===== src/rtl/nv_nvdla_cdp_rdma_pkg.sv =====
// Shared types and constants for the CDP RDMA credit scheduler slice.
// Optional check logic in users of this package is enabled by NVDLA_CDP_RDMA_CDT_CHK_EN.
package nv_nvdla_cdp_rdma_pkg;

  localparam int unsigned REQ_PD_W           = 79;
  localparam int unsigned ADDR_LSB           = 0;
  localparam int unsigned ADDR_MSB           = 63;
  localparam int unsigned SIZE_LSB           = 64;
  localparam int unsigned SIZE_MSB           = 78;
  localparam int unsigned ADDR_W             = ADDR_MSB - ADDR_LSB + 1;
  localparam int unsigned SIZE_W             = SIZE_MSB - SIZE_LSB + 1;
  localparam int unsigned NEED_W             = 16;
  localparam int unsigned LAT_FIFO_DEPTH_DEF = 256;
  localparam int unsigned CDT_W_DEF          = 9;

  typedef enum logic [1:0] {
    IDLE  = 2'd0,
    RUN   = 2'd1,
    DRAIN = 2'd2
  } sched_state_e;

  typedef struct packed {
    logic [SIZE_W-1:0] size;
    logic [ADDR_W-1:0] addr;
  } req_pd_t;

  // Atoms requested: size field holds atoms minus one.
  function automatic logic [NEED_W-1:0] req_need(input logic [REQ_PD_W-1:0] pd);
    req_pd_t p;
    p = req_pd_t'(pd);
    return NEED_W'(p.size) + NEED_W'(1);
  endfunction

endpackage


===== src/rtl/nv_nvdla_cdp_rdma_cdt_cnt.sv =====
// Latency-FIFO credit counter: subtract on acceptance, add up to two pops, clamp at depth.
// NVDLA_CDP_RDMA_CDT_CHK_EN exposes the over-return flag.
module nv_nvdla_cdp_rdma_cdt_cnt
  import nv_nvdla_cdp_rdma_pkg::*;
#(
  parameter int unsigned LAT_FIFO_DEPTH = LAT_FIFO_DEPTH_DEF,
  parameter int unsigned CDT_W          = CDT_W_DEF
) (
  input  logic              clk,
  input  logic              rst_n,
  input  logic              i_acc,
  input  logic [NEED_W-1:0] i_need,
  input  logic              i_pop_a,
  input  logic              i_pop_b,
`ifdef NVDLA_CDP_RDMA_CDT_CHK_EN
  output logic              o_ovf,
`endif
  output logic [CDT_W-1:0]  o_cdt_avail
);

  localparam int unsigned SUM_W = NEED_W + 1;

  logic [CDT_W-1:0] r_cdt_avail;
  logic [SUM_W-1:0] w_sub;
  logic [SUM_W-1:0] w_sum;
  logic             w_ovf;

  // Acceptance is only granted when need fits, so the subtraction never wraps.
  assign w_sub = i_acc ? SUM_W'(i_need) : '0;
  assign w_sum = SUM_W'(r_cdt_avail) - w_sub + SUM_W'(i_pop_a) + SUM_W'(i_pop_b);
  assign w_ovf = (w_sum > SUM_W'(LAT_FIFO_DEPTH));

  always_ff @(posedge clk or negedge rst_n) begin
    if (!rst_n) begin
      r_cdt_avail <= CDT_W'(LAT_FIFO_DEPTH);
    end else begin
      r_cdt_avail <= w_ovf ? CDT_W'(LAT_FIFO_DEPTH) : CDT_W'(w_sum);
    end
  end

  assign o_cdt_avail = r_cdt_avail;
`ifdef NVDLA_CDP_RDMA_CDT_CHK_EN
  assign o_ovf       = w_ovf;
`endif

endmodule


===== src/rtl/nv_nvdla_cdp_rdma_cdt_sched.sv =====
// Credit-gated read-request scheduler routing ingress requests to mcif or cvif.
// NVDLA_CDP_RDMA_CDT_CHK_EN builds the sticky cdt_err checker; otherwise cdt_err is tied low.
module nv_nvdla_cdp_rdma_cdt_sched
  import nv_nvdla_cdp_rdma_pkg::*;
#(
  parameter int unsigned LAT_FIFO_DEPTH = LAT_FIFO_DEPTH_DEF,
  parameter int unsigned CDT_W          = CDT_W_DEF
) (
  input  logic                nvdla_core_clk,
  input  logic                nvdla_core_rstn,
  input  logic                op_load,
  input  logic                reg2dp_src_ram_type,
  input  logic                layer_end,
  input  logic                ig_req_valid,
  output logic                ig_req_ready,
  input  logic [REQ_PD_W-1:0] ig_req_pd,
  output logic                cdp2mcif_rd_req_valid,
  input  logic                cdp2mcif_rd_req_ready,
  output logic [REQ_PD_W-1:0] cdp2mcif_rd_req_pd,
  output logic                cdp2cvif_rd_req_valid,
  input  logic                cdp2cvif_rd_req_ready,
  output logic [REQ_PD_W-1:0] cdp2cvif_rd_req_pd,
  input  logic                mcif_cdt_pop,
  input  logic                cvif_cdt_pop,
  output logic                sched_done,
  output logic [31:0]         dp2reg_perf_read_stall,
  output logic                cdt_err
);

  sched_state_e        r_state;
  sched_state_e        w_state_nxt;
  logic                r_ram_type;
  logic                r_out_vld;
  logic [REQ_PD_W-1:0] r_out_pd;
  logic [31:0]         r_stall;
  logic [CDT_W-1:0]    w_cdt_avail;
  logic [NEED_W-1:0]   w_need;
  logic                w_sel_ready;
  logic                w_accept;
  logic                w_drained;
  logic                w_op_start;

  assign w_need       = req_need(ig_req_pd);
  assign w_sel_ready  = r_ram_type ? cdp2mcif_rd_req_ready : cdp2cvif_rd_req_ready;
  assign ig_req_ready = (r_state == RUN) && (!r_out_vld || w_sel_ready) &&
                        (w_need <= NEED_W'(w_cdt_avail));
  assign w_accept     = ig_req_valid && ig_req_ready;
  assign w_drained    = !r_out_vld && (w_cdt_avail == CDT_W'(LAT_FIFO_DEPTH));
  assign w_op_start   = op_load && (r_state == IDLE);

  always_ff @(posedge nvdla_core_clk or negedge nvdla_core_rstn) begin
    if (!nvdla_core_rstn) begin
      r_state <= IDLE;
    end else begin
      r_state <= w_state_nxt;
    end
  end

  // Layer sequencing; sched_done marks the DRAIN->IDLE cycle.
  always_comb begin
    w_state_nxt = r_state;
    sched_done  = 1'b0;
    case (r_state)
      IDLE:    if (op_load) w_state_nxt = RUN;
      RUN:     if (layer_end) w_state_nxt = DRAIN;
      DRAIN: begin
        if (w_drained) begin
          w_state_nxt = IDLE;
          sched_done  = 1'b1;
        end
      end
      default: w_state_nxt = IDLE;
    endcase
  end

  always_ff @(posedge nvdla_core_clk or negedge nvdla_core_rstn) begin
    if (!nvdla_core_rstn) begin
      r_ram_type <= 1'b0;
      r_out_vld  <= 1'b0;
      r_out_pd   <= '0;
      r_stall    <= '0;
    end else begin
      if (w_op_start) r_ram_type <= reg2dp_src_ram_type;
      if (w_accept) begin
        r_out_vld <= 1'b1;
        r_out_pd  <= ig_req_pd;
      end else if (r_out_vld && w_sel_ready) begin
        r_out_vld <= 1'b0;
      end
      if (w_op_start) begin
        r_stall <= '0;
      end else if ((r_state == RUN) && ig_req_valid && !ig_req_ready && (r_stall != '1)) begin
        r_stall <= r_stall + 32'd1;
      end
    end
  end

  assign cdp2mcif_rd_req_valid  = r_out_vld && r_ram_type;
  assign cdp2mcif_rd_req_pd     = r_ram_type ? r_out_pd : '0;
  assign cdp2cvif_rd_req_valid  = r_out_vld && !r_ram_type;
  assign cdp2cvif_rd_req_pd     = r_ram_type ? '0 : r_out_pd;
  assign dp2reg_perf_read_stall = r_stall;

`ifdef NVDLA_CDP_RDMA_CDT_CHK_EN
  logic w_ovf;
  logic r_cdt_err;

  nv_nvdla_cdp_rdma_cdt_cnt #(
    .LAT_FIFO_DEPTH(LAT_FIFO_DEPTH),
    .CDT_W         (CDT_W)
  ) u_cdt_cnt (
    .clk        (nvdla_core_clk),
    .rst_n      (nvdla_core_rstn),
    .i_acc      (w_accept),
    .i_need     (w_need),
    .i_pop_a    (mcif_cdt_pop),
    .i_pop_b    (cvif_cdt_pop),
    .o_ovf      (w_ovf),
    .o_cdt_avail(w_cdt_avail)
  );

  // Sticky: over-return, unservable request, or restart mid-layer.
  always_ff @(posedge nvdla_core_clk or negedge nvdla_core_rstn) begin
    if (!nvdla_core_rstn) begin
      r_cdt_err <= 1'b0;
    end else if (w_ovf || (ig_req_valid && (w_need > NEED_W'(LAT_FIFO_DEPTH))) ||
                 (op_load && (r_state != IDLE))) begin
      r_cdt_err <= 1'b1;
    end
  end

  assign cdt_err = r_cdt_err;
`else
  nv_nvdla_cdp_rdma_cdt_cnt #(
    .LAT_FIFO_DEPTH(LAT_FIFO_DEPTH),
    .CDT_W         (CDT_W)
  ) u_cdt_cnt (
    .clk        (nvdla_core_clk),
    .rst_n      (nvdla_core_rstn),
    .i_acc      (w_accept),
    .i_need     (w_need),
    .i_pop_a    (mcif_cdt_pop),
    .i_pop_b    (cvif_cdt_pop),
    .o_cdt_avail(w_cdt_avail)
  );

  assign cdt_err = 1'b0;
`endif

endmodule


===== config.mk =====
export PLATFORM = sky130hd
export DESIGN_NAME = nv_nvdla_cdp_rdma_cdt_sched
export DESIGN_NICKNAME = d
export VERILOG_FILES = /design/src/rtl/nv_nvdla_cdp_rdma_pkg.sv /design/src/rtl/nv_nvdla_cdp_rdma_cdt_cnt.sv /design/src/rtl/nv_nvdla_cdp_rdma_cdt_sched.sv
export SDC_FILE = /design/constraint.sdc
export NUM_CORES = 1
export LEC_CHECK = 0
export CORE_ASPECT_RATIO = 0.7
export CORE_MARGIN = 2
export CORE_UTILIZATION = 50
export CTS_BUF_LIST = sky130_fd_sc_hd__clkbuf_8
export DETAILED_ROUTE_END_ITERATION = 10
export PLACE_DENSITY = 0.95
export SLEW_MARGIN = 20
export SYNTH_ARGS = -nofsm -noshare
export SYNTH_HDL_FRONTEND = slang
export SYNTH_HIERARCHICAL = 1
export SYNTH_SLANG_ARGS = --single-unit

===== constraint.sdc =====
create_clock -name nvdla_core_clk -period 7.8 [get_ports nvdla_core_clk]
set_clock_uncertainty 0.2 [all_clocks]
set_input_delay 0.78 -clock nvdla_core_clk [delete_from_list [all_inputs] [get_ports nvdla_core_clk]]
set_output_delay 0.78 -clock nvdla_core_clk [all_outputs]
set_load 0.02 [all_outputs]

# After elaboration in Yosys (flattened, before gate mapping)
# Index checks and enable logic that the tools add are counted.
# word_totals
ff_bits	124
latch_bits	0
ram_bits	0
mem_bits_ro	0
out_inout_bits	195
word_cells	54
mem_count	0
# op_classes
add_sub_neg	5
n_mul	0
n_div	0
magnitude_cmp	2
eq_ne	7
shift	0
mux	15
bitwise_logic	0
reduce_logical	19
# op_table
cell	n
2-to-1 mux 79 bit	2
2-to-1 mux 32 bit	2
adder 17 x 1 -> 17 bit	2
adder 32 x 1 -> 32 bit (second input constant)	1
!= test 32 bit (second input constant)	1
> comparator 17 x 9 -> 1 bit (second input constant)	1
subtractor 9 x 17 -> 17 bit	1
adder 15 x 1 -> 16 bit (second input constant)	1
<= comparator 16 x 9 -> 1 bit	1
2-to-1 mux 16 bit	1
logical AND 1 bit	11
equality test 9 bit (second input constant)	1
2-to-1 mux 9 bit	1
2-to-1 mux 2 bit	3
!= test 2 bit (second input constant)	3
case mux 2 bit (3 select lines)	1
2-to-1 mux 1 bit	5
nonzero test 2 bit	2
logical NOT 1 bit	3
AND reduction 3 bit	1
equality test 2 x 1 -> 1 bit (second input constant)	1
equality test 2 bit (second input constant)	1
logical NOT 2 bit	1
logical OR 1 bit	1

# Depth between registers and ports, before layout
# Gate-level depths: netlist of the first run.
# depth
depth_word	11
mapped_depth	25
depth_no_buf	22

# Hierarchy
# The synthesis of the first run kept the hierarchy.
# modules_own_cells
module	n_inst	cells_per_inst	area_each_um2
nv_nvdla_cdp_rdma_cdt_sched	1	656	6598.8
nv_nvdla_cdp_rdma_cdt_cnt	1	106	974.7

# Least setup slack after synthesis of the first run
# Ideal clock, no wire load.
# synth_path
kind	input port to flip-flop
from	input port ig_req_pd[64]
to	register u_cdt_cnt.r_cdt_avail[1], in the netlist u_cdt_cnt/o_cdt_avail[1]
setup_ns	0.089
t_arrival_ns	5.027
required_time_ns	7.511
setup_slack_ns	2.484
cell_stages	23
path_buffers	3
cell_sequence	ha_1 > buf_2 > xor2_1 > ha_1 > and4_1 > a2111oi_0 > nor3_1 > and4b_4 > nand2_2 > buf_2 > inv_1 > clkbuf_1 > and2_1 > ha_1 > fa_1 > inv_1 > fa_1 > a21o_1 > a21oi_1 > xnor2_1 > nor4_1 > a41oi_1 > nor3b_1
# synth_between
elab_chain_len	10
# synth_rtl
element	line	source
from (decl)	nv_nvdla_cdp_rdma_cdt_sched.sv:16	input logic [REQ_PD_W-1:0] ig_req_pd,
adder 15 x 1 -> 16 bit (*)	nv_nvdla_cdp_rdma_pkg.sv:31	return NEED_W'(p.size) + NEED_W'(1);
net w_need[2]	nv_nvdla_cdp_rdma_cdt_sched.sv:37	logic [NEED_W-1:0] w_need;
<= comparator 16 x 9 -> 1 bit (*)	nv_nvdla_cdp_rdma_cdt_sched.sv:46	(w_need <= NEED_W'(w_cdt_avail));
logical AND 1 bit (*)	nv_nvdla_cdp_rdma_cdt_sched.sv:45	assign ig_req_ready = (r_state == RUN) && (!r_out_vld || w_sel_ready) &&
logical AND 1 bit (*)	nv_nvdla_cdp_rdma_cdt_sched.sv:47	assign w_accept = ig_req_valid && ig_req_ready;
net w_accept	nv_nvdla_cdp_rdma_cdt_sched.sv:39	logic w_accept;
2-to-1 mux 16 bit (*)	nv_nvdla_cdp_rdma_cdt_cnt.sv:29	assign w_sub = i_acc ? SUM_W'(i_need) : '0;
subtractor 9 x 17 -> 17 bit (*)	nv_nvdla_cdp_rdma_cdt_cnt.sv:30	assign w_sum = SUM_W'(r_cdt_avail) - w_sub + SUM_W'(i_pop_a) + SUM_W'(i_pop_b);
adder 17 x 1 -> 17 bit (*) (2 in a row)	nv_nvdla_cdp_rdma_cdt_cnt.sv:30	
> comparator 17 x 9 -> 1 bit	nv_nvdla_cdp_rdma_cdt_cnt.sv:31	assign w_ovf = (w_sum > SUM_W'(LAT_FIFO_DEPTH));
2-to-1 mux 9 bit (*)	nv_nvdla_cdp_rdma_cdt_cnt.sv:37	r_cdt_avail <= w_ovf ? CDT_W'(LAT_FIFO_DEPTH) : CDT_W'(w_sum);
to (signal assigned)	nv_nvdla_cdp_rdma_cdt_cnt.sv:35	r_cdt_avail <= CDT_W'(LAT_FIFO_DEPTH);
to (signal assigned)	nv_nvdla_cdp_rdma_cdt_cnt.sv:37	
to (decl)	nv_nvdla_cdp_rdma_cdt_cnt.sv:23	logic [CDT_W-1:0] r_cdt_avail;
# The timed path passes the listed nets; every way through them passes the cells marked *.
# A chain may end at the register's enable or synchronous reset.

# Worst setup path in the final report of the first run
# layout_path
from	input port ig_req_pd[66]
to	register u_cdt_cnt.r_cdt_avail[1], in the netlist u_cdt_cnt/o_cdt_avail[1]
# Same word-level chain as after synthesis.

==> results.md, run 1 <==
* Detailed Route Iter0 Violations at 393
* Number of input and output port buffers inserted at 282
* Area overhead of the layout relative to synthesis at 44.6%
* Length in cells of the worst reg-to-reg path at 20
* Worst slack, placed at 1.32 ns
* Level count of the clock H-tree at 4
* Die width at 151 um
* Number of buffers on the longest clock path at 2
* CP Launch Type: input port
* Area of the core region at 0.0148 mm2
* Global-route total usage across every layer at 0.270
* Footprint of the flip-flops and latches at 0.00311 mm2
* Number of fillers in the final layout at 1022
* Reg-to-Reg Start: u_cdt_cnt/o_cdt_avail[1]$_DFF_PN0_
* Yosys warns at 6
* Skew-Pair Late Insertion Delay at 0.43 ns
* Required arrival time at the worst endpoint at 7.95 ns
* Post-CTS Resized at 0
* Net Count, Synth at 882
* Dominant cell type by area after synthesis: sky130_fd_sc_hd__dfrtp_1
* Register-to-register setup slack at 2.77 ns
* Via count at 6680
* Mean number of vias per cell at 5.41
* Via count of the first global-routing pass at 6414
* Max Cap Viol at 0
* Drt first pass iters at 5
* Detail-routed net length per standard cell at 17.6 um
* Most frequent cells after synthesis: sky130_fd_sc_hd__dfrtp_1, sky130_fd_sc_hd__and2_1, sky130_fd_sc_hd__nor2b_1
* CTS tree: yes
* Overall die area at 0.0162 mm2
* Number of flops mapped to enable cells by yosys at 0
* Post-CTS repair timing setup buffer count at 0
* Setup crit end kind: flop
* Final count of pins violating max slew at 0
* Critical path data arrival time at 6.29 ns
* Total Power at 2.39 mW
* Leading cell type by number of instances after synthesis: sky130_fd_sc_hd__dfrtp_1
* Leakage power of the design at 4.73 nW
* Number of endpoints with negative hold slack in the final report at 0
* Wire length reported by the detailed router at 21.7 mm
* Final standard cell area without fillers at 0.0110 mm2
* Worst Setup Path Type: input port to flop
* Final net count at 1147
* Largest fanout on the critical path at 58
* Pin count of the biggest net entering global routing at 109
* Share of the clock period used by the worst path after layout at 0.787
* Endpoint of the lowest-slack register-to-register path: u_cdt_cnt/o_cdt_avail[1]$_DFF_PN0_
* Unique masters post-synth at 63
* VDD IR max at 0.225 mV
* Slew Limit Headroom at 0.319
* Register bit count reported by yosys at 124
* Layout cell share with drive strength beyond 1 at 0.126
* Setup total negative slack at 0 ns
* Part of the Yosys area used for sequential elements at 0.410
* Antenna-violating nets left at 0
* Total power per unit cell area at 218 mW/mm2
* Hold Slack at 0.243 ns
* Area share of the largest cell type after synthesis at 0.406
* Number of clock sinks at 124
* ANT cells at 0
* Outcome: finished clean
* Average footprint of a synthesized cell at 9.94 um2
* Area of the mapped netlist at 0.00757 mm2
* Final Critical Period at 6.14 ns
* Tightest Hold Check Type: input port to asynchronous set/reset pin
* Num rows at 37
* Highest Clock Rate at 0.163 GHz
* Slew @ Worst Pin at 1.02 ns
* Multi-input combinational cell area at 0.00422 mm2
* Clock edge transition at the registers on the reported setup and hold paths at 0.08 ns
* Initial Util at 0.513
* Overall overflow remaining after global route at 0
* Number of buffers created by CTS at 17
* Least setup slack across all paths after layout at 1.66 ns
* Hold buffer count at cts at 0
* Vertical die dimension at 107 um
* Post-Synthesis Cells at 762
* RSZ-0062 raised after global routing: no
* Global-route wire length before repair at 34.0 mm
* Placement Cell Area at 0.0105 mm2
* Cell at the root of the clock tree: sky130_fd_sc_hd__clkbuf_8
* I/O Pins at 284
* Estimated wirelength of the detail-placed design at 16.3 mm
* Antenna violations before repair at 0
* Final Setup Violations at 0
* Post-synthesis async set-or-reset flop share at 1.00
* Last weighted congestion value of the routability-driven placer at 0.943
* Leading cell types by total area after synthesis: sky130_fd_sc_hd__dfrtp_1, sky130_fd_sc_hd__mux2_2, sky130_fd_sc_hd__and2_1
* Most common flop cell mapped by yosys: sky130_fd_sc_hd__dfrtp_1
* DRC violations left at 0
cell usage in the layout, fill, tap and decap left out, types with 5 or more instances in the layout:
cell,n
sky130_fd_sc_hd__o21ai_0,26
sky130_fd_sc_hd__nor3_1,5
sky130_fd_sc_hd__or3_1,25
sky130_fd_sc_hd__xnor2_1,10
sky130_fd_sc_hd__clkdlybuf4s50_1,281
sky130_fd_sc_hd__nor2b_1,89
sky130_fd_sc_hd__or4_1,6
sky130_fd_sc_hd__and2_1,90
sky130_fd_sc_hd__dfrtp_1,122
sky130_fd_sc_hd__mux2i_1,7
sky130_fd_sc_hd__mux2_2,74
sky130_fd_sc_hd__clkbuf_8,18
sky130_fd_sc_hd__nand4_1,14
sky130_fd_sc_hd__inv_1,18
sky130_fd_sc_hd__nor2_1,14
sky130_fd_sc_hd__a21oi_1,31
sky130_fd_sc_hd__buf_4,5
sky130_fd_sc_hd__and4_1,7
sky130_fd_sc_hd__xor2_1,10
sky130_fd_sc_hd__o211ai_1,5
sky130_fd_sc_hd__ha_1,29
sky130_fd_sc_hd__bufinv_16,5
sky130_fd_sc_hd__and3_1,12
sky130_fd_sc_hd__nor3b_1,5
sky130_fd_sc_hd__nand3_1,16
sky130_fd_sc_hd__o31ai_1,5
sky130_fd_sc_hd__nand2_1,46
metrics by stage:
step / instances / util
after floorplan: 762 / -
after CTS: 1234 / 0.742
after global routing: 1234 / 0.742
after detailed placement: 1203 / 0.710
final: 1234 / 0.742
after global placement: 1203 / 0.710
state kept, by name (all words and copies together) (netlist names):
| register | flops |
|---|---|
| dp2reg_perf_read_stall | 32 |
| r_out_pd | 79 |
| r_out_vld | 1 |
| r_ram_type | 1 |
| r_state | 2 |
| u_cdt_cnt/o_cdt_avail | 9 |
how the worst max path moves through the flow:
| stage | from | to | slack (ns) | cells after the start |
|---|---|---|---|---|
| after global routing | ig_req_pd[66] | u_cdt_cnt/o_cdt_avail[1]$_DFF_PN0_ | 1.28 | 22 |
| after CTS | ig_req_pd[66] | u_cdt_cnt/o_cdt_avail[1]$_DFF_PN0_ | 1.77 | 22 |
| final | ig_req_pd[66] | u_cdt_cnt/o_cdt_avail[1]$_DFF_PN0_ | 1.66 | 22 |
| after floorplan | ig_req_pd[64] | u_cdt_cnt/o_cdt_avail[1]$_DFF_PN0_ | 2.48 | 23 |
| after detailed placement | ig_req_pd[66] | u_cdt_cnt/o_cdt_avail[2]$_DFF_PN0_ | 1.32 | 22 |
| after global placement | ig_req_pd[66] | u_cdt_cnt/o_cdt_avail[2]$_DFF_PN0_ | 1.60 | 20 |
final cells by class:
type                    instances  share of cell area
flip-flops and latches        124               0.284
repair buffers                286               0.260
multi-input cells             580               0.385
well taps                     195              0.0223
inverters                      18             0.00617
clock buffers                  18              0.0226
clock inverters                13              0.0195
power by group:
part           switching, mW  total [mW]  leakage [nW]  internal [mW]
clock                  0.277       0.667         0.226          0.390
sequential            0.0848       0.804          1.71          0.719
combinational          0.516       0.921          2.80          0.404
total                  0.878        2.39          4.73           1.51
critical path, cell delays in order:
cell and delay (ns):
sky130_fd_sc_hd__clkdlybuf4s50_1 0.65, sky130_fd_sc_hd__and4_1 0.36, sky130_fd_sc_hd__nand2_1 0.10, sky130_fd_sc_hd__xnor2_1 0.23, sky130_fd_sc_hd__ha_1 0.29, sky130_fd_sc_hd__nor2b_1 0.15, sky130_fd_sc_hd__o21ai_0 0.16, sky130_fd_sc_hd__a211o_1 0.15
sky130_fd_sc_hd__and4b_4 0.64, sky130_fd_sc_hd__nand2_4 0.08, sky130_fd_sc_hd__inv_1 0.30, sky130_fd_sc_hd__and2_1 0.20, sky130_fd_sc_hd__ha_1 0.24, sky130_fd_sc_hd__fa_1 0.39, sky130_fd_sc_hd__inv_1 0.09, sky130_fd_sc_hd__fa_1 0.24
sky130_fd_sc_hd__a21o_1 0.15, sky130_fd_sc_hd__a21oi_1 0.07, sky130_fd_sc_hd__xnor2_1 0.15, sky130_fd_sc_hd__nor4_1 0.29, sky130_fd_sc_hd__a41oi_1 0.28, sky130_fd_sc_hd__nor3b_1 0.28
kinds of logic after synthesis:
family	Yosys count	share of synthesized area
buffers and inverters	58	0.0332
flip-flops	124	0.410
AO/OA/AOI/OAI	95	0.0786
other	1	0.000495
AND/OR/NAND/NOR	351	0.281
XOR/XNOR	20	0.0231
adder cells (fa/ha/maj)	31	0.0532
multiplexers	82	0.121
per-layer routing:
layer  vias to the layer above  part of all wire  global-route usage
li1                       3184                 -                   -
met1                      3207              0.41               0.344
met2                       248              0.50               0.457
met3                        41             0.064              0.0651
met4                         0             0.022              0.0854
met5                         -                 0                   0
No activity file was read; power rests on OpenSTA's default activity.
==> run 2: changes to the inputs <==
CORE_UTILIZATION = 42   (was 50)
PLACE_DENSITY = 0.89   (was 0.95)
clock period = 5.1 ns   (was 7.8 ns; I/O delays follow)
==> results.md, run 2 (synthesis results as in run 1) <==
* Outcome: finished clean
* Initial Util at 0.424 (-0.0886)
* Vertical die dimension at 116 um (+8.8%)
* Wire length reported by the detailed router at 21.7 mm (+0.31%)
* Most common cell after layout, fill and taps aside: sky130_fd_sc_hd__clkdlybuf4s50_1
* Largest fanout on the critical path at 12 (-79%)
* Slowest CP cell: sky130_fd_sc_hd__fa_1
* CTS tree: yes
* Number of cells on the worst hold path at 2
* Footprint of the flip-flops and latches at 0.00311 mm2 (unchanged)
* Number of buffers created by CTS at 17 (unchanged)
* CP Launch Type: input port
* Final standard cell area without fillers at 0.0113 mm2 (+3.6%)
* Detailed Route Iter0 Violations at 484 (+23%)
* Total power per unit cell area at 331 mW/mm2 (+52%)
* Worst stage delay on the critical path at 0.49 ns (-0.16 ns)
* Clock edge transition at the registers on the reported setup and hold paths at 0.07 ns (about the same)
* Hold Slack at 0.265 ns (+0.0221 ns)
* Last weighted congestion value of the routability-driven placer at 0.901 (-4.4%)
* Num rows at 41 (+11%)
* Via count of the first global-routing pass at 6299 (-1.8%)
* Hold Path Origin: ig_req_pd[66]
* Share of the clock period used by the worst path after layout at 0.946
* Final Setup Violations at 0 (unchanged)
* RSZ-0062 raised after global routing: no
* Number of clock sinks at 124 (unchanged)
* Antenna-violating nets left at 0 (unchanged)
* Switching Share at 0.373 (+0.00571)
* Die width at 165 um (+8.9%)
* Highest Clock Rate at 0.207 GHz
* Area overhead of the layout relative to synthesis at 49.8%
* Placement Cell Area at 0.0109 mm2 (+3.5%)
* Pin count of the biggest net entering global routing at 101 (-7.3%)
* Number of endpoints with negative hold slack in the final report at 0 (unchanged)
* ANT cells at 0 (unchanged)
* Comb power frac at 0.447 (+0.062)
* Sequential fraction of design power at 0.317 (-0.019)
* Antenna violations before repair at 0 (unchanged)
* Kind of cell with the highest combined delay on the critical path: simple AND/OR/NAND/NOR gates
* Number of input and output port buffers inserted at 282 (unchanged)
* Number of buffers and inverters on the critical path at 4 (+1)
* Setup crit end kind: flop
* Global-route wire length before repair at 33.0 mm (-2.8%)
* Sequence of cells on the critical path: clkdlybuf4s50_1 > buf_4 > nand4_1 > xnor2_2 > ha_1 > nor2_1 > a2111oi_2 > nor3_1 > and4b_4 > nand2_4 > inv_1 > buf_4 > nand2_1 > ha_1 > fa_1 > a21o_1 > a21oi_1 > xnor2_1 > nor4_2 > a41oi_2 > nor3b_1
* Final count of pins violating max slew at 0 (unchanged)
* Register-to-register setup slack at 0.65 ns (-2.12 ns)
* Area of the core region at 0.0179 mm2 (+21%)
* Post-Layout Cell Count at 1318 (+6.8%)
* Leading cell types in the layout, fill and taps excluded: sky130_fd_sc_hd__clkdlybuf4s50_1, sky130_fd_sc_hd__dfrtp_1, sky130_fd_sc_hd__and2_1
* Skew-Pair Late Insertion Delay at 0.44 ns (about the same)
* Estimated wirelength of the detail-placed design at 16.6 mm (+1.8%)
* Via count at 6756 (+1.1%)
* Final net count at 1190 (+3.7%)
* Number of fillers in the final layout at 1404 (+37%)
* P_int at 2.36 mW (+56%)
* Max reg flops at 79 (unchanged)
* Post-CTS repair timing setup buffer count at 0 (unchanged)
* Number of buffers on the longest clock path at 2 (unchanged)
* Worst slack, placed at -0.520 ns (-1.84 ns)
* Overall die area at 0.0191 mm2 (+18%)
* Slew Limit Headroom at 0.309 (-0.0101)
* Overall overflow remaining after global route at 0 (unchanged)
* Worst Setup Path Type: input port to flop
* Final Critical Period at 4.83 ns
* Max Cap Viol at 0 (unchanged)
* Clock group share of total power at 0.237 (-0.042)
* Drt first pass iters at 5 (unchanged)
* Critical path origin: ig_req_pd[71]
* Register name with the most flops: r_out_pd
* Reg-to-Reg Start: u_cdt_cnt/o_cdt_avail[3]$_DFF_PN0_
* Tightest Hold Check Type: input port to flop
* Multi-input combinational cell area at 0.00429 mm2 (+1.5%)
* Layout cell share with drive strength beyond 1 at 0.168 (+0.0421)
* Endpoint of the lowest-slack register-to-register path: u_cdt_cnt/o_cdt_avail[2]$_DFF_PN0_
* Total Power at 3.76 mW (+57%)
* VDD IR max at 0.294 mV (+30%)
* Slew @ Worst Pin at 1.04 ns (+0.0152 ns)
* Detail-routed net length per standard cell at 16.5 um (-6.1%)
* Critical path data arrival time at 4.97 ns (-1.32 ns)
* Required arrival time at the worst endpoint at 5.24 ns (-2.71 ns)
* DRC violations left at 0 (unchanged)
* Net Sw Power at 1.40 mW (+60%)
* Mean number of vias per cell at 5.13 (-5.3%)
* Worst-case hold path end point: r_out_pd[66]$_DFFE_PN0P_
* Length in cells of the worst reg-to-reg path at 19 (-5.0%)
* Level count of the clock H-tree at 4 (unchanged)
* Least setup slack across all paths after layout at 0.274 ns (-1.38 ns)
* Placed Cells incl. Taps at 1286 (+6.9%)
* I/O Pins at 284 (unchanged)
* Cell at the root of the clock tree: sky130_fd_sc_hd__clkbuf_8
* Global-route total usage across every layer at 0.222 (-0.0484)
* Leakage power of the design at 4.98 nW (+5.3%)
run 2: power by group through the flow:
stage	Sequential [mW]	Clock, mW	Combinational (mW)
after CTS	1.19	0.909	1.64
after detailed placement	1.21	0	1.62
after global placement	1.20	0	1.58
after floorplan	1.18	0	0.958
final	1.19	0.889	1.68
after global routing	1.21	0.947	1.82
run 2: worst register-to-register path, stage by stage, from the launching register on:
cell                      delay (ns)
sky130_fd_sc_hd__dfrtp_1        0.39
sky130_fd_sc_hd__inv_1          0.06
sky130_fd_sc_hd__ha_1           0.33
sky130_fd_sc_hd__and4_1         0.22
sky130_fd_sc_hd__nor2b_1        0.13
sky130_fd_sc_hd__a211o_1        0.23
sky130_fd_sc_hd__and4b_4        0.21
sky130_fd_sc_hd__nand2_4        0.06
sky130_fd_sc_hd__inv_1          0.05
sky130_fd_sc_hd__and2_1         0.13
sky130_fd_sc_hd__ha_1           0.29
sky130_fd_sc_hd__fa_1           0.20
sky130_fd_sc_hd__inv_1          0.06
sky130_fd_sc_hd__fa_1           0.42
sky130_fd_sc_hd__a21o_1         0.21
sky130_fd_sc_hd__a21oi_1        0.17
sky130_fd_sc_hd__xnor2_1        0.11
sky130_fd_sc_hd__nor4_2         0.34
sky130_fd_sc_hd__a41oi_2        0.30
sky130_fd_sc_hd__nor3b_1        0.25
run 2: cell type report:
cell class                 instances  area share
clock buffer                      18      0.0218
multi-input combinational        580       0.378
sequential                       124       0.274
inverter                          18     0.00596
clock inverter                    13      0.0136
tap                              236      0.0260
timing repair buffer             329       0.281
run 2: worst max path at each step:
stage                                              end  slack [ns]  cells past startpoint
floorplan           u_cdt_cnt/o_cdt_avail[1]$_DFF_PN0_        0.05                     23
global placement    u_cdt_cnt/o_cdt_avail[1]$_DFF_PN0_       -0.29                     23
detailed placement  u_cdt_cnt/o_cdt_avail[3]$_DFF_PN0_       -0.52                     23
CTS                 u_cdt_cnt/o_cdt_avail[1]$_DFF_PN0_       0.008                     23
global route        u_cdt_cnt/o_cdt_avail[2]$_DFF_PN0_        0.01                     21
finish              u_cdt_cnt/o_cdt_avail[2]$_DFF_PN0_        0.27                     21
run 2: timing repair:
action / 4_1_cts / 5_1_grt
hold buffers: 1 / 0
pin swaps: 0 / 4
endpoints found under the hold margin: 40 / 0
setup endpoints to repair: 5 / 9
resized for setup: 3 / 19
run 2: per-layer routing:
metal	vias to the layer above	global-route usage	routed length, um	share of wire
met5	-	0	0	0
met4	0	0.0591	306	0.014
met3	26	0.0440	1160	0.053
met2	212	0.373	10800	0.50
met1	3244	0.296	9500	0.44
li1	3274	-	-	-
run 2: metrics by stage:
stage               TNS [ns]   util
floorplan                  0      -
global placement       -1.99  0.608
detailed placement     -4.11  0.608
CTS                        0  0.632
global route               0  0.635
finish                     0  0.635
==> run 3: changes to the inputs <==
REMOVE_ABC_BUFFERS = 1   (was default)
==> results.md, run 3 (synthesis results as in run 1) <==
* Clock group share of total power at 0.241 (+0.004)
* Final net count at 1186 (-0.34%)
* Hold Slack at 0.271 ns (+0.00631 ns)
* Area of the core region at 0.0179 mm2 (unchanged)
* Worst Setup Path Type: input port to flop
* Most common cell after layout, fill and taps aside: sky130_fd_sc_hd__clkdlybuf4s50_1
* Level count of the clock H-tree at 4 (unchanged)
* P_int at 2.34 mW (-0.57%)
* Multi-input combinational cell area at 0.00431 mm2 (+0.55%)
* Number of buffers and inverters on the critical path at 3 (-1)
* Share of the clock period used by the worst path after layout at 0.943 (-0.00286)
* ANT cells at 0 (unchanged)
* Area overhead of the layout relative to synthesis at 49.9% (about the same)
* Slowest CP cell: sky130_fd_sc_hd__clkdlybuf4s50_1
* Detail-routed net length per standard cell at 16.7 um (+1.4%)
* Via count of the first global-routing pass at 6289 (-0.16%)
* Cell at the root of the clock tree: sky130_fd_sc_hd__clkbuf_8
* Vertical die dimension at 116 um (unchanged)
* Die width at 165 um (unchanged)
* Pin count of the biggest net entering global routing at 108 (+6.9%)
* Overall die area at 0.0191 mm2 (unchanged)
* Global-route wire length before repair at 33.5 mm (+1.4%)
* Post-Layout Cell Count at 1314 (-0.30%)
* Skew-Pair Late Insertion Delay at 0.44 ns (about the same)
* Number of input and output port buffers inserted at 282 (unchanged)
* Antenna violations before repair at 0 (unchanged)
* Number of endpoints with negative hold slack in the final report at 0 (unchanged)
* Layout cell share with drive strength beyond 1 at 0.170 (+0.00155)
* Final count of pins violating max slew at 0 (unchanged)
* Leakage power of the design at 4.97 nW (-0.17%)
* Final Util at 0.636 (about the same)
* Least setup slack across all paths after layout at 0.289 ns (+0.0146 ns)
* Mean number of vias per cell at 5.13 (+0.17%)
* Sequential fraction of design power at 0.319 (+0.002)
* Largest fanout on the critical path at 6 (-6)
* Global-route total usage across every layer at 0.223 (+0.00142)
* CP Launch Type: input port
* Number of buffers on the longest clock path at 2 (unchanged)
* Required arrival time at the worst endpoint at 5.25 ns (about the same)
* Number of buffers created by CTS at 17 (unchanged)
* Wire length reported by the detailed router at 22.0 mm (+1.1%)
* RSZ-0062 raised after global routing: no
* Switching Share at 0.380 (+0.00682)
* Drt first pass iters at 5 (unchanged)
* Slew Limit Headroom at 0.359 (+0.0501)
* Tightest Hold Check Type: input port to flop
* Last weighted congestion value of the routability-driven placer at 0.877 (-2.8%)
* Detailed Route Iter0 Violations at 495 (+2.3%)
* VDD IR max at 0.273 mV (-7.2%)
* Setup crit end kind: flop
* DRC violations left at 0 (unchanged)
* CTS tree: yes
* Kind of cell with the highest combined delay on the critical path: simple AND/OR/NAND/NOR gates
* Slew @ Worst Pin at 0.962 ns (-0.0752 ns)
* Sequence of cells on the critical path: clkdlybuf4s50_1 > nand2_1 > xnor2_1 > ha_1 > nand4_1 > a2111oi_2 > nor3_1 > and4b_4 > nand2_4 > inv_1 > and2_1 > ha_1 > fa_1 > inv_1 > fa_2 > a21o_1 > a21oi_1 > xnor2_1 > nor4_2 > a41oi_2 > nor3b_2
* Comb power frac at 0.440 (-0.007)
* Number of fillers in the final layout at 1442 (+2.7%)
* Highest Clock Rate at 0.208 GHz (+0.30%)
* Initial Util at 0.424 (unchanged)
* Max reg flops at 79 (unchanged)
* Total Power at 3.78 mW (+0.52%)
* Overall overflow remaining after global route at 0 (unchanged)
* Worst stage delay on the critical path at 0.61 ns (+0.12 ns)
* Register name with the most flops: r_out_pd
* Placed Cells incl. Taps at 1280 (-0.47%)
* I/O Pins at 284 (unchanged)
* Num rows at 41 (unchanged)
* Max Cap Viol at 0 (unchanged)
* Antenna-violating nets left at 0 (unchanged)
* Leading cell types in the layout, fill and taps excluded: sky130_fd_sc_hd__clkdlybuf4s50_1, sky130_fd_sc_hd__dfrtp_1, sky130_fd_sc_hd__and2_1
* Net Sw Power at 1.43 mW (+2.4%)
* Number of clock sinks at 124 (unchanged)
* Final Setup Violations at 0 (unchanged)
* Worst slack, placed at -0.504 ns (+0.0156 ns)
* Final Critical Period at 4.81 ns (-0.0146 ns)
* Clock edge transition at the registers on the reported setup and hold paths at 0.08 ns (about the same)
* Total power per unit cell area at 333 mW/mm2 (+0.46%)
* Footprint of the flip-flops and latches at 0.00311 mm2 (unchanged)
* Estimated wirelength of the detail-placed design at 16.6 mm (about the same)
* Outcome: finished clean
* Critical path data arrival time at 4.96 ns (about the same)
* Via count at 6747 (-0.13%)
==> run 3: path summary, 6_finish.rpt <==
check                                                         from                                  to  slack [ns]  depth (start not counted)
worst max-delay path                                 ig_req_pd[70]  u_cdt_cnt/o_cdt_avail[4]$_DFF_PN0_        0.29                         21
worst min-delay path                                 ig_req_pd[67]            r_out_pd[67]$_DFFE_PN0P_        0.27                          2
worst max register to register  u_cdt_cnt/o_cdt_avail[1]$_DFF_PN0_  u_cdt_cnt/o_cdt_avail[4]$_DFF_PN0_        0.78                         19
worst min register to register              r_state[1]$_DFFE_PN0P_              r_state[0]$_DFFE_PN0P_        0.31                          1
max in group asynchronous                          nvdla_core_rstn            r_out_pd[28]$_DFFE_PN0P_        3.09                          3
min in group asynchronous                          nvdla_core_rstn              r_state[1]$_DFFE_PN0P_        0.46                          2
==> run 3: cell type report <==
cell class | count | share of cell area
multi-input combinational | 580 | 0.380
timing repair buffer | 325 | 0.279
sequential | 124 | 0.274
tap | 236 | 0.0260
clock buffer | 17 | 0.0206
clock inverter | 14 | 0.0151
inverter | 18 | 0.00595
==> run 3: what timing repair did <==
action,in CTS,in global routing
hold endpoints to repair,76,0
hold buffers,1,0
buffers inserted,0,2
gates resized for setup,3,22
endpoints found under the setup margin,5,9
pin swaps,0,5
==> run 3: metrics by stage <==
| stage | cell area [um2] | TNS (ns) |
|---|---|---|
| 2_1_floorplan | 7390 | -16.98 |
| 3_3_place_gp | 10800 | -1.13 |
| 3_5_place_dp | 10800 | -3.89 |
| 4_1_cts | 11200 | 0 |
| 5_1_grt | 11400 | 0 |
| 6_report | 11400 | 0 |
==> run 3: power by group through the flow <==
stage	Clock [mW]	Sequential (mW)	Combinational [mW]
floorplan	0	1.27	0.823
global placement	0	1.21	1.50
detailed placement	0	1.22	1.54
CTS	0.927	1.20	1.57
global route	0.968	1.22	1.80
finish	0.910	1.21	1.66
==> run 3: layer usage <==
| metal | GRT usage | vias up | share of wire |
|---|---|---|---|
| li1 | - | 3266 | - |
| met1 | 0.295 | 3242 | 0.44 |
| met2 | 0.373 | 207 | 0.48 |
| met3 | 0.0494 | 32 | 0.059 |
| met4 | 0.0655 | 0 | 0.020 |
| met5 | 0 | - | 0 |
